## src/rtl/reg_dump_ctrl.sv

```systemverilog
// Register-file dump controller: on request, writes x1..x(NUM_REGS-1) to a dump
// MMIO address, then writes a stop signature. Otherwise it passes the core MMIO bus through.
module reg_dump_ctrl #(
  parameter int          NUM_REGS      = 32,
  parameter logic [31:0] ADDR_REG_DUMP = 32'h6000_0010,
  parameter logic [31:0] ADDR_STOP_SIG = 32'h6000_0000
) (
  input  logic        clk_i,
  input  logic        rst_ni,
  input  logic        dump_req_i,
  input  logic        core_req_i,
  input  logic        core_we_i,
  input  logic [31:0] core_addr_i,
  input  logic [63:0] core_wdata_i,
  input  logic [7:0]  core_strb_i,
  output logic        core_gnt_o,
  output logic [4:0]  rf_raddr_o,
  input  logic [63:0] rf_rdata_i,
  output logic        mmio_req_o,
  output logic        mmio_we_o,
  output logic [31:0] mmio_addr_o,
  output logic [63:0] mmio_wdata_o,
  output logic [7:0]  mmio_strb_o,
  input  logic        mmio_gnt_i,
  output logic        busy_o,
  output logic        done_o
);

  typedef enum logic [2:0] {
    IDLE  = 3'd0,
    READ  = 3'd1,
    LATCH = 3'd2,
    WRITE = 3'd3,
    STOP  = 3'd4,
    DONE  = 3'd5
  } state_t;

  localparam logic [4:0] LAST_IDX = 5'(NUM_REGS - 1);

  state_t      r_state, w_state_nxt;
  logic        r_pending, w_pending_nxt;
  logic [4:0]  r_idx, w_idx_nxt;
  logic [63:0] r_data, w_data_nxt;
  logic        w_pending_eff;
  logic        w_core_idle;

  always_ff @(posedge clk_i) begin
    if (!rst_ni) begin
      r_state   <= IDLE;
      r_pending <= 1'b0;
      r_idx     <= 5'd0;
      r_data    <= 64'd0;
    end else begin
      r_state   <= w_state_nxt;
      r_pending <= w_pending_nxt;
      r_idx     <= w_idx_nxt;
      r_data    <= w_data_nxt;
    end
  end

  // A request pulse counts in the cycle it arrives; the dump waits only for the core bus to go idle.
  assign w_pending_eff = r_pending | dump_req_i;
  assign w_core_idle   = !core_req_i || mmio_gnt_i;

  always_comb begin
    w_state_nxt   = r_state;
    w_pending_nxt = r_pending;
    w_idx_nxt     = r_idx;
    w_data_nxt    = r_data;
    core_gnt_o    = 1'b0;
    rf_raddr_o    = 5'd0;
    mmio_req_o    = 1'b0;
    mmio_we_o     = 1'b0;
    mmio_addr_o   = 32'd0;
    mmio_wdata_o  = 64'd0;
    mmio_strb_o   = 8'd0;
    busy_o        = 1'b0;
    done_o        = 1'b0;

    case (r_state)
      IDLE: begin
        mmio_req_o    = core_req_i;
        mmio_we_o     = core_we_i;
        mmio_addr_o   = core_addr_i;
        mmio_wdata_o  = core_wdata_i;
        mmio_strb_o   = core_strb_i;
        core_gnt_o    = mmio_gnt_i;
        w_pending_nxt = w_pending_eff;
        if (w_pending_eff && w_core_idle) begin
          w_state_nxt   = READ;
          w_pending_nxt = 1'b0;
          w_idx_nxt     = 5'd1;
        end
      end
      READ: begin
        busy_o      = 1'b1;
        rf_raddr_o  = r_idx;
        w_state_nxt = LATCH;
      end
      LATCH: begin
        busy_o      = 1'b1;
        w_data_nxt  = rf_rdata_i;
        w_state_nxt = WRITE;
      end
      WRITE: begin
        busy_o       = 1'b1;
        mmio_req_o   = 1'b1;
        mmio_we_o    = 1'b1;
        mmio_addr_o  = ADDR_REG_DUMP;
        mmio_wdata_o = r_data;
        mmio_strb_o  = 8'hFF;
        if (mmio_gnt_i) begin
          if (r_idx == LAST_IDX) begin
            w_state_nxt = STOP;
          end else begin
            w_idx_nxt   = r_idx + 5'd1;
            w_state_nxt = READ;
          end
        end
      end
      STOP: begin
        busy_o      = 1'b1;
        mmio_req_o  = 1'b1;
        mmio_we_o   = 1'b1;
        mmio_addr_o = ADDR_STOP_SIG;
        mmio_strb_o = 8'hFF;
        if (mmio_gnt_i) begin
          w_state_nxt = DONE;
        end
      end
      DONE: begin
        done_o = 1'b1;
      end
      default: begin
        w_state_nxt = IDLE;
      end
    endcase
  end

endmodule

```

## config.mk

```make
export PLATFORM = sky130hd
export DESIGN_NAME = reg_dump_ctrl
export DESIGN_NICKNAME = d
export VERILOG_FILES = /design/src/rtl/reg_dump_ctrl.sv
export SDC_FILE = /design/constraint.sdc
export NUM_CORES = 1
export LEC_CHECK = 0
export ABC_AREA = 1
export CAP_MARGIN = 20
export CELL_PAD_IN_SITES_DETAIL_PLACEMENT = 0
export CELL_PAD_IN_SITES_GLOBAL_PLACEMENT = 1
export CORE_UTILIZATION = 24
export CTS_BUF_LIST = sky130_fd_sc_hd__clkbuf_2
export CTS_CLUSTER_SIZE = 28
export DETAILED_ROUTE_END_ITERATION = 10
export PLACE_DENSITY = 0.83
export SLEW_MARGIN = 20
export SYNTH_ARGS = -nofsm -noshare
export SYNTH_HDL_FRONTEND = slang
export SYNTH_SLANG_ARGS = --single-unit
```

## constraint.sdc

```tcl
create_clock -name clk_i -period 3.5 [get_ports clk_i]
set_clock_uncertainty 0.2 [all_clocks]
set_input_delay 0.35 -clock clk_i [delete_from_list [all_inputs] [get_ports clk_i]]
set_output_delay 0.35 -clock clk_i [all_outputs]
set_load 0.02 [all_outputs]
```

==> impl_metrics.json <==
{
  "die_x_um": 128.5,
  "core_um2": 15430,
  "io_buffers": 287,
  "dp_hpwl_um": 10940,
  "cts_max_level": 3,
  "worst_pin_slew_ns": 0.6575,
  "avgViaCountPerCell": 4.311,
  "die_h_um": 128.5,
  "syn_area_per_cell_um2": 6.946,
  "ios": 288,
  "synth_nets": 729,
  "initial_core_util_pct": 24.90,
  "cts_tree": "done",
  "dieArea_um2": 16510,
  "place_ws_ns": 0.8080,
  "drive_gt1_share_pct": 4.733,
  "placed_area_um2": 6837,
  "finalCriticalPeriod_ns": 3.193,
  "critPathKind": "flip-flop to output port",
  "vdd_drop_max_uv": 357.9,
  "leakagePower_uw": 0.002950,
  "clkTransAtPathRegs_ns": 0.21,
  "drc_errors": 0,
  "track_usage_pct": 17.33,
  "required_ns": 2.95,
  "grt_max_degree": 67,
  "startpoint_type": "flip-flop",
  "clock-sinks": 73,
  "fin_crit_sh_pct": 91.23,
  "drt_iter0_markers": 199,
  "final-instance-count-excl-fill": 1036,
  "rows": 45,
  "vias": 4466,
  "worstPathMaxFanout": 45,
  "finalHoldViolCount": 0,
  "grt_pass1_vias": 4173,
  "postRouteAntennaNets": 0,
  "total_power_uw": 5529,
  "yosysWarnings": 0,
  "antenna_found_initial": 1,
  "slew_violations": 0,
  "yosysUniqueCellTypes": 26,
  "endpoint_kind": "output port",
  "arrival_ns": 2.64,
  "final_nets": 995,
  "max-slew-margin-rel_pct": 56.16,
  "synth-seq-cells": 73,
  "syn2layout_area_growth_pct": 81.82,
  "wire_per_inst_um": 14.10,
  "ys_seq_area_share_pct": 38.05,
  "setup_slack_ns": 0.3069,
  "drtPass1Iterations": 4,
  "power_density_nw_per_um2": 791.6,
  "synthCells": 553,
  "syn_area_um2": 3841,
  "worstHoldPathType": "input port to flip-flop",
  "status": "finished, final reports clean",
  "routabilityCongestion": 0.7595,
  "setup_tns_ns": 0,
  "clk-insertion-delay-late_ns": 0.55,
  "finalSetupViolCount": 0,
  "final_cell_area_um2": 6984,
  "grt_pass1_wl_um": 22070,
  "overflow": 0,
  "fmaxAchievable_mhz": 313.2,
  "clock_path_buffers": 2,
  "cts_made_buffers": 9,
  "maxCapViolCount": 0,
  "dp_cells": 1018,
  "rsz0062_at_grt": "false",
  "drt_wl_total_um": 14600,
  "cts-root-buf": "clkbuf_2"
}
## power by group
group	switching [µW]	leakage [µW]	internal, µW
combinational	1990	0.00227	1690
clock	314	0.0000833	236
sequential	192	0.000597	1110
total	2500	0.00295	3030
## synthesized netlist by cell type, drive strengths merged
| master | number | area, µm² |
|---|---|---|
| ha | 2 | 25.02 |
| a31oi | 1 | 6.260 |
| a211oi | 1 | 7.510 |
| a22o | 64 | 560.5 |
| dfxtp | 73 | 1461 |
| nor3b | 1 | 7.510 |
| clkinv | 1 | 3.750 |
| clkbuf | 14 | 56.30 |
| nand4 | 2 | 12.51 |
| buf | 27 | 177.7 |
| nor2 | 175 | 681.9 |
| nand2 | 67 | 266.5 |
| o21ai | 66 | 330.3 |
| nand3 | 7 | 40.04 |
| a21oi | 6 | 30.03 |
| nor3 | 1 | 5.000 |
| inv | 45 | 168.9 |
## final timing paths
kind                            slack, ns  cells after the start            from               to
worst max-delay path                 0.31                      5      r_state[0]  mmio_wdata_o[4]
worst min-delay path                 0.17                      3  rf_rdata_i[60]       r_data[60]
worst max register to register       1.10                      7      r_state[2]       r_data[36]
worst min register to register       0.28                      2       r_pending        r_pending
## kinds of logic after synthesis
| group | synth area share, % |
|---|---|
| and+or+nand+nor | 26.38 |
| AOI/OAI and AO/OA | 24.33 |
| buffers and inverters | 10.59 |
| DFF | 38.05 |
| adders and majority gates | 0.6514 |
## repair_timing
item                                    in CTS  in global routing
buffers inserted                             0                  0
hold endpoints to repair                    19                  0
hold buffers                                 1                  0
endpoints found under the setup margin       0                 29
resized for setup                            0                  1
## cells in the final DEF (no fill, tap or decap), types with 2 or more instances in the layout
cell type	instances
inv_2	3
nand2_2	7
nor2_4	3
bufinv_16	2
clkinv_2	2
clkinv_1	2
nor2_1	171
a22o_1	64
a21oi_1	6
buf_4	5
nand4_1	2
ha_1	2
dfxtp_1	73
buf_12	3
clkbuf_2	10
clkdlybuf4s50_1	286
o21ai_1	9
inv_1	42
o21ai_0	57
nand3_1	6
nand2_1	60
## final cells by class
cell class,count,area [µm²]
fill,1625,8443
timing repair buffer,296,2975
multi-input combinational,393,1976
sequential,73,1461
tap,211,264.0
inverter,46,172.7
clock inverter,6,82.58
clock buffer,10,50.05
antenna,1,2.502
## per-layer routing
layer,up-vias,track usage (%),wire length [µm]
li1,2343,-,-
met3,6,5.904,1095
met4,0,4.083,80
met2,152,30.56,7246
met1,1965,20.11,6182
met5,-,0,0
## worst max-delay path, cell delays in order, from the launching register on
cell and delay (ns):
dfxtp_1 0.54, nand2_2 0.14, nor2_4 0.10, buf_4 0.43, a22o_1 0.23, clkdlybuf4s50_1 0.61
## sequential cells by signal (all words and copies together), names as in the netlist
register   cells
r_state        3
r_data        64
r_idx          5
r_pending      1
## through the flow
| step | utilization [%] | hold WS, ns |
|---|---|---|
| global placement | 44.31 | 0.2583 |
| finish | 45.27 | 0.1721 |
| detailed placement | 44.31 | 0.2608 |
| floorplan | - | 0.2367 |
| global route | 45.27 | 0.08688 |
| CTS | 45.24 | 0.09398 |
Power figures use the tool's default switching activity.
